`src/rtl/grid_cmd_sched.sv`:
```
// Two-requester round-robin command scheduler feeding the 3x3 grid mover; one registered command per clock.
// Latency: a push reaches cmd_out one edge later at the earliest; ready is driven from the registered FIFO count.

module grid_cmd_fifo #(
    parameter int DEPTH = 4,
    parameter int W     = 4
) (
    input  logic                     clk,
    input  logic                     rst_n,
    input  logic                     flush,
    input  logic                     push,
    input  logic [W-1:0]             push_dat,
    input  logic                     pop,
    output logic [W-1:0]             head,
    output logic [$clog2(DEPTH):0]   count
);
    localparam int AW = $clog2(DEPTH);
    localparam int CW = AW + 1;

    logic [W-1:0]  mem [DEPTH];
    logic [AW-1:0] rd_ptr;
    logic [AW-1:0] wr_ptr;

    // The caller only pushes when not full and only pops when not empty.
    always_ff @(posedge clk or negedge rst_n) begin
        if (!rst_n) begin
            rd_ptr <= '0;
            wr_ptr <= '0;
            count  <= '0;
        end else if (flush) begin
            rd_ptr <= '0;
            wr_ptr <= '0;
            count  <= '0;
        end else begin
            if (push) wr_ptr <= wr_ptr + AW'(1);
            if (pop)  rd_ptr <= rd_ptr + AW'(1);
            case ({push, pop})
                2'b10:   count <= count + CW'(1);
                2'b01:   count <= count - CW'(1);
                default: count <= count;
            endcase
        end
    end

    always_ff @(posedge clk) begin
        if (push && !flush) mem[wr_ptr] <= push_dat;
    end

    assign head = mem[rd_ptr];
endmodule

module grid_cmd_sched #(
    parameter int         DEPTH    = 4,
    parameter logic [3:0] IDLE_CMD = 4'b1111
) (
    input  logic       CLK,
    input  logic       RESET_N,
    input  logic [3:0] req0_cmd,
    input  logic       req0_valid,
    output logic       req0_ready,
    input  logic [3:0] req1_cmd,
    input  logic       req1_valid,
    output logic       req1_ready,
    input  logic       pause,
    input  logic       clear,
    output logic [3:0] cmd_out,
    output logic       mode_out,
    output logic       issue_valid,
    output logic       grant,
    output logic [1:0] reject,
    output logic [7:0] issued_cnt
);
    localparam int CW = $clog2(DEPTH) + 1;

    typedef enum logic [1:0] {ST_RUN, ST_HOLD, ST_CLEAR} state_t;

    state_t        state;
    logic          last_grant;
    logic [3:0]    head0, head1;
    logic [CW-1:0] count0, count1;
    logic          legal0, legal1;
    logic          acc0, acc1;
    logic          push0, push1;
    logic          pop0, pop1;
    logic          ne0, ne1;
    logic          can_issue;
    logic          pick1;
    logic          any_ne;

    assign req0_ready = (count0 < CW'(DEPTH));
    assign req1_ready = (count1 < CW'(DEPTH));

    assign legal0 = (req0_cmd <= 4'd8);
    assign legal1 = (req1_cmd <= 4'd8);
    assign acc0   = req0_valid && req0_ready;
    assign acc1   = req1_valid && req1_ready;
    // Illegal codes are consumed without being stored; anything pushed during clear is dropped.
    assign push0  = acc0 && legal0 && !clear;
    assign push1  = acc1 && legal1 && !clear;

    assign ne0       = (count0 != '0);
    assign ne1       = (count1 != '0);
    assign any_ne    = ne0 || ne1;
    assign can_issue = !clear && !pause && (state != ST_CLEAR);
    // Requester 1 wins when it alone has work, or both do and requester 0 went last.
    assign pick1     = ne1 && (!ne0 || !last_grant);
    assign pop0      = can_issue && ne0 && !pick1;
    assign pop1      = can_issue && pick1;

    grid_cmd_fifo #(.DEPTH(DEPTH), .W(4)) u_fifo0 (
        .clk      (CLK),
        .rst_n    (RESET_N),
        .flush    (clear),
        .push     (push0),
        .push_dat (req0_cmd),
        .pop      (pop0),
        .head     (head0),
        .count    (count0)
    );

    grid_cmd_fifo #(.DEPTH(DEPTH), .W(4)) u_fifo1 (
        .clk      (CLK),
        .rst_n    (RESET_N),
        .flush    (clear),
        .push     (push1),
        .push_dat (req1_cmd),
        .pop      (pop1),
        .head     (head1),
        .count    (count1)
    );

    always_ff @(posedge CLK or negedge RESET_N) begin
        if (!RESET_N) begin
            state       <= ST_RUN;
            cmd_out     <= IDLE_CMD;
            mode_out    <= 1'b0;
            issue_valid <= 1'b0;
            grant       <= 1'b0;
            last_grant  <= 1'b1;
            reject      <= 2'b00;
            issued_cnt  <= 8'd0;
        end else begin
            reject <= {acc1 && !legal1 && !clear, acc0 && !legal0 && !clear};
            if (clear) begin
                state       <= ST_CLEAR;
                mode_out    <= 1'b1;
                cmd_out     <= IDLE_CMD;
                issue_valid <= 1'b0;
                issued_cnt  <= 8'd0;
                last_grant  <= 1'b1;
            end else begin
                mode_out <= 1'b0;
                state    <= pause ? ST_HOLD : ST_RUN;
                if (can_issue && any_ne) begin
                    cmd_out     <= pick1 ? head1 : head0;
                    issue_valid <= 1'b1;
                    grant       <= pick1;
                    last_grant  <= pick1;
                    issued_cnt  <= issued_cnt + 8'd1;
                end else begin
                    cmd_out     <= IDLE_CMD;
                    issue_valid <= 1'b0;
                end
            end
        end
    end
endmodule

```
`config.mk`:
```
export PLATFORM = sky130hd
export DESIGN_NAME = grid_cmd_sched
export DESIGN_NICKNAME = d
export VERILOG_FILES = /design/src/rtl/grid_cmd_sched.sv
export SDC_FILE = /design/constraint.sdc
export NUM_CORES = 1
export LEC_CHECK = 0
export ABC_AREA = 1
export CORE_MARGIN = 2
export CORE_UTILIZATION = 57
export CTS_BUF_LIST = sky130_fd_sc_hd__clkbuf_4 sky130_fd_sc_hd__clkbuf_8
export DETAILED_ROUTE_END_ITERATION = 7
export GPL_TIMING_DRIVEN = 0
export PLACE_DENSITY = 0.82
export SYNTH_ARGS = -nofsm -noshare
export SYNTH_HDL_FRONTEND = slang
export SYNTH_SLANG_ARGS = --single-unit
```
`constraint.sdc`:
```
create_clock -name CLK -period 2.6 [get_ports CLK]
set_clock_uncertainty 0.2 [all_clocks]
set_input_delay 0.52 -clock CLK [delete_from_list [all_inputs] [get_ports CLK]]
set_output_delay 0.52 -clock CLK [all_outputs]
set_load 0.05 [all_outputs]
```
==> impl_results.md <==
- Status: complete, no violations
- R2r setup slk: 0.37 ns
- Slew HR: 0.507
- Met2 wire length: 2.86 mm
- Data required, critical path: around 1.9 ns
- HPWL after DPL: between 4 and 5 mm
- Worst-Margin Slew: around 0.74 ns
- Vias in the first global route: between 2000 and 2500
- Post-Syn Area: 3150 sq um
- Iteration-0 DRC Markers: 140
- Largest net degree at the start of global routing: 34
- Critical path class: reg2out
- Clock slew at reported path FFs: around 0.080 ns
- Routed vias/inst: approximately 5.0
- EDFF count, synth: 32
- DR vias: ~2200
- NetSw: a little under 900 uW
- PortBufs: 32
- Clock Latency Late Sink: roughly 0.36 ns
- GRT Overall Usage: 0.206
- Chip width: slightly below 80 um
- RePlAce Congestion: ~0.84
- Filler-free cell count of the finished design: 439
- Synth top area share: 0.305
- Final instance area: 3750 sq um
- Routed WL: around 5.7 mm
- CP Capture Type: primary output
- M1 WL: around 2.6 mm
- Sequential power share: 0.455
- Residual DRC: 0
- Power Density: approximately 700 nW/um^2
- Max-Cap Viols: 0
- CTS tree: yes
- Crit. Startpoint: u_fifo1.count[2]$_DFFE_PN0P_
- Hold Crit Class: in2async
- Sum Neg Setup Slack: 0 ns
- Core Util, Final: 0.695
- Clock share of power: 0.308
- Syn nets: between 300 and 400
- TritonRoute pass-1 iters: 4
- Post-DP Area: 3550 sq um
- CTS max path bufs: 2
- Cells on worst reg2reg path: 14
- R2R Path End: u_fifo0.count[2]$_DFFE_PN0P_
- Final min period: approximately 2.4 ns
- Met3 wire len: between 200 and 250 um
- R2r startpoint: u_fifo0.count[2]$_DFFE_PN0P_
- Inst Count DP: between 400 and 500
- Share of layout cells above drive strength 1: 0.163
- Initial core utilization: 0.582
- CP Data Arrival Time: between 1.5 and 2 ns
- Rows: 27
- Final slew viol count: 0
- Leakage: 1.63 nW
- N_diodes: 0
- Yosys cell types: 31
- Yosys warnings: 0
- First-pass GRT wire length: 9.43 mm
- H-tree levels: 3
- IO Pins: 33
- Largest vdd supply drop: 0.691 mV
- Highest Signal Layer: met4
- Area contributors post-synth: edfxtp_1 (31%), dfrtp_1 (22%), nand2_1 (7.3%), inv_1 (5.2%), dfstp_2 (4.2%)
- Switching power share of the total: 0.340
- Fmax: between 400 and 500 MHz
- Area delta synth->final: 19.3%
- #FFs+latches synth: 65
- Combinational share of power: 0.238
- Wire length per cell: ~13 um
- Grt total ovfl: 0
- Final period util: 0.935
- CTS Sinks: 65
- Die ar.: 6130 sq um
- Root Buffer Master: clkbuf_8
- Critical Path Fanout Max: 4
- Sequential share of the synthesized area: 0.570
- Initial antenna violation count: 0
- Post-synthesis average cell area: ~10 sq um
- Final #Nets: a little under 400
- CORE AREA: 5410 sq um
- FF+latch area: between 1500 and 2000 sq um
- Internal power: around 1.7 mW
- RSZ-0062 raised after global routing: false
- Hold Vio Cnt, Final: 0
- Synth area leader: edfxtp_1
- Filler Cell Count: slightly above 400
- Worst setup SP type: flop
- Cells after Synth: about 320
- Hold buffer count at cts: 0
- Setup violations, final: 0
- Height of the die: just under 80 um
- Post-DRT Antenna Nets: 0
- Most used DFF post-synth: edfxtp_1
- Multi-input logic area: between 1000 and 1500 sq um
- Asr flop ratio synth: 0.508
- Num CTS Buffers: 9
[synth_stat cells (3+ instances only)]
cell	n
nor2_2	4
inv_2	5
nand2_1	61
nand2_2	5
a21oi_1	7
buf_6	3
dfrtp_1	28
nor3_1	3
nand3_1	18
edfxtp_1	32
xor2_1	3
ha_1	9
nor2_4	4
inv_1	44
nand2_4	6
o21ai_0	21
nor2_1	33
dfstp_2	5
o22ai_1	5
o21ai_1	3
[power by group through the flow]
stage                     Clock [mW]  Sequential (mW)  Combinational [mW]
final                          0.806             1.19               0.623
after global routing           0.856             1.20               0.683
after CTS                      0.811             1.19               0.614
after detailed placement           0             1.21               0.612
after global placement             0             1.21               0.593
after floorplan                    0             1.28               0.381
[area by class of cell]
class / count / share of cell area
Clock inverter: 7 / 0.0163
Inverter: 49 / 0.0490
Tap cell: 72 / 0.0240
Clock buffer: 9 / 0.0330
Timing Repair Buffer: 33 / 0.0866
Multi-Input combinational cell: 197 / 0.300
Sequential cell: 65 / 0.478
Buffer: 7 / 0.0137
[layout by cell type (no fill, tap or decap), types with 2 or more instances in the layout]
cell type,count
dfstp_2,5
nand2_2,5
nand3_4,2
inv_1,44
buf_2,3
inv_6,3
fa_1,2
clkbuf_1,2
a21oi_1,7
nor2_4,4
clkbuf_8,9
o21ai_0,21
nand2_1,61
clkinvlp_4,2
xor2_1,3
o21ai_1,3
o22ai_1,5
inv_2,5
nand3_1,18
edfxtp_1,32
nor3_1,3
ha_1,9
buf_6,3
clkdlybuf4s50_1,30
nor2_2,4
nand4_1,2
dfrtp_1,28
nand2_4,6
nor2_1,33
nand3_2,2
a21oi_2,2
[metal layers]
metal / vias to the layer above / GRT usage
li1: 1118 / -
met1: 1042 / 0.261
met2: 43 / 0.341
met3: 8 / 0.0552
met4: 0 / 0.0789
met5: - / 0
[critical path, stage by stage (launching register included)]
cell and delay [ns]:
dfrtp_1 0.42, inv_1 0.12, clkdlybuf4s50_1 0.81
[what timing repair did]
action                     CTS  global route
gates resized for setup      0             2
hold endpoints to repair     0             0
setup endpoints to repair    0             1
buffers inserted             0             1
[sequential cells by signal (all words and copies together) (netlist names), 2 cells and up]
| name | flops |
|---|---|
| cmd_out | 4 |
| issued_cnt | 8 |
| reject | 2 |
| u_fifo0.count | 3 |
| u_fifo0.mem | 16 |
| u_fifo0.rd_ptr | 2 |
| u_fifo0.wr_ptr | 2 |
| u_fifo1.count | 3 |
| u_fifo1.mem | 16 |
| u_fifo1.rd_ptr | 2 |
| u_fifo1.wr_ptr | 2 |
[metrics by stage]
step,setup slack [ns],power (mW),hold WS [ns]
after global placement,-0.252,1.80,0.276
after CTS,0.0574,2.62,0.0451
after floorplan,0.298,1.66,0.0244
final,0.170,2.62,0.0248
after global routing,0.0414,2.74,0.0875
after detailed placement,-0.306,1.82,0.288
[worst max-delay path by stage]
stage | end | slack [ns] | depth (start not counted)
2_1_floorplan | u_fifo1.count[2]$_DFFE_PN0P_ | 0.30 | 13
3_3_place_gp | u_fifo0.count[2]$_DFFE_PN0P_ | -0.25 | 13
3_5_place_dp | u_fifo0.count[2]$_DFFE_PN0P_ | -0.31 | 13
4_1_cts | u_fifo0.count[2]$_DFFE_PN0P_ | 0.06 | 13
5_1_grt | u_fifo0.count[2]$_DFFE_PN0P_ | 0.04 | 14
6_report | req1_ready | 0.17 | 2
[kinds of logic after synthesis]
family,count (synthesis),synth area share
simple gates,142,0.226
flops,65,0.570
buf+inv,56,0.0748
compound gates,39,0.0672
fa+ha+maj,11,0.0485
xor+xnor,5,0.0139
Power figures use the tool's default switching activity.
==> RTL edit, RTL diff (same settings) <==
`DEPTH` is set to 4 in 2 places; all go to 2.
--- a/src/rtl/grid_cmd_sched.sv
+++ b/src/rtl/grid_cmd_sched.sv
@@ -3,5 +3,5 @@
 
 module grid_cmd_fifo #(
-    parameter int DEPTH = 4,
+    parameter int DEPTH = 2,
     parameter int W     = 4
 ) (
@@ -51,5 +51,5 @@
 
 module grid_cmd_sched #(
-    parameter int         DEPTH    = 4,
+    parameter int         DEPTH    = 2,
     parameter logic [3:0] IDLE_CMD = 4'b1111
 ) (
Function: changed (a bounded check fails within 4 cycles, from zero or initial values and one cycle with RESET_N low).
==> RTL edit against the original RTL <==
  * Clock power is 36% lower
  * Critical path depth stayed put
  * Sequential power is 34% lower
  * Total power is 35% lower
  * Design area is 33% lower
  * Setup slack worse by 0.050 ns
  * Area after synthesis is 35% lower
  * Sequential cell count is 22 lower
  * Routed wire length is 35% lower
==> RTL edit: results (changes against the original RTL) <==
* CP Class: flip-flop to output pin
* Xor/xnor share of the synthesized area at 0% (-1.4 points)
* H-Tree Depth at 2 (-1)
* Final #Nets at 280 (-28%)
* Total Wirelength at 3750 um (-35%)
* Post-synth EDFFs at 16 (-50%)
* CP Launch Point: u_fifo1.count[1]$_DFFE_PN0P_
* Fillers at 238 (-42%)
* Worst Hold Class: flip-flop to flip-flop
* Worst Path Arrival at 1.76 ns (+0.05 ns)
* Flop2flop setup slack at 0.92 ns (+0.55 ns)
* Synth area leaders: dfrtp_1 27%, edfxtp_1 24%, nand2_1 13%
* Layout cells sized above 1 at 13.9% (-2.4 points)
* Post-Place Worst Slack at 0.234 ns (+0.540 ns)
* Ys async rst share at 62.8% (+12 points)
* Post-synthesis compound-gate area fraction at 5.03% (-1.7 points)
* GRT Util Overall at 20.6% (about the same)
* # placed instances at 304 (-28%)
* Netlist cell types at 25 (-19%)
* Clock transition at path regs at 0.13 ns (+0.05 ns)
* Final worst path period need at 2.48 ns (+0.0502 ns)
* FF-to-FF Start: u_fifo0.count[1]$_DFFE_PN0P_
* Syn_area_per_cell at 9.03 um^2 (-8.7%)
* Root Driver: clkbuf_4
* R2R cell count at 5 (-9)
* Register area share after synthesis at 57.0% (about the same)
* Synth Area in Adders at 0.613% (-4.2 points)
* Post-DP HPWL at 2710 um (-34%)
* Routed WL per cell at 12.0 um (-8.0%)
* Regs by FF count: issued_cnt: 8 flops, u_fifo0.mem: 8 flops, u_fifo1.mem: 8 flops
* Vias in the first global route at 1498 (-29%)
* Pin count of the biggest net entering global routing at 28 (-18%)
* Hold_ws at 0.284 ns (+0.259 ns)
* DRT iter0 DRCs at 123 (-12%)
* Total vias in the final route at 1616 (-27%)
* Sw Ratio at 30.4% (-3.7 points)
* Reg-to-reg endpoint: u_fifo0.mem[0][3]$_DFFE_PP_
* GP Congestion at 0.798 (-5.5%)
* Clk_lat worst skew at 0.36 ns (about the same)
* First-pass GRT wire length at 6470 um (-31%)
* Slew at the pin with the worst max-slew slack at 1.17 ns (+0.426 ns)
* DP Area at 2420 um^2 (-32%)
* Synthesized Nets at 241 (-30%)
* Num CTS Buffers at 5 (-4)
* Leakage Power at 1.13 nW (-31%)
* Status: finished clean
-- RTL edit: area by class of cell --
cell class	instances	area [um^2]	area share, %
flip-flops and latches	43	1160	46.1
plain buffers	3	21.3	0.843
inverters	31	119	4.71
well taps	46	57.6	2.28
clock inverters	3	67.6	2.68
repair buffers	32	320	12.7
clock buffers	5	37.5	1.49
multi-input cells	149	738	29.3
-- RTL edit: power groups by stage --
stage               clock network [mW]  logic [mW]  registers, mW
floorplan                            0       0.202          0.863
global placement                     0       0.381          0.799
detailed placement                   0       0.386          0.801
CTS                              0.523       0.388          0.786
global route                     0.554       0.418          0.793
finish                           0.517       0.387          0.787
-- RTL edit: kinds of logic after synthesis --
family / after synthesis
simple gates: 132
buf+inv: 34
fa+ha+maj: 1
compound gates: 16
flops: 43
-- RTL edit: layer usage --
metal	global-route usage (%)	part of all wire, %	wire length [um]
met5	0	0	0
met4	9.24	2.0	74
met3	5.81	5.7	215
met2	33.1	49	1830
met1	26.0	43	1630
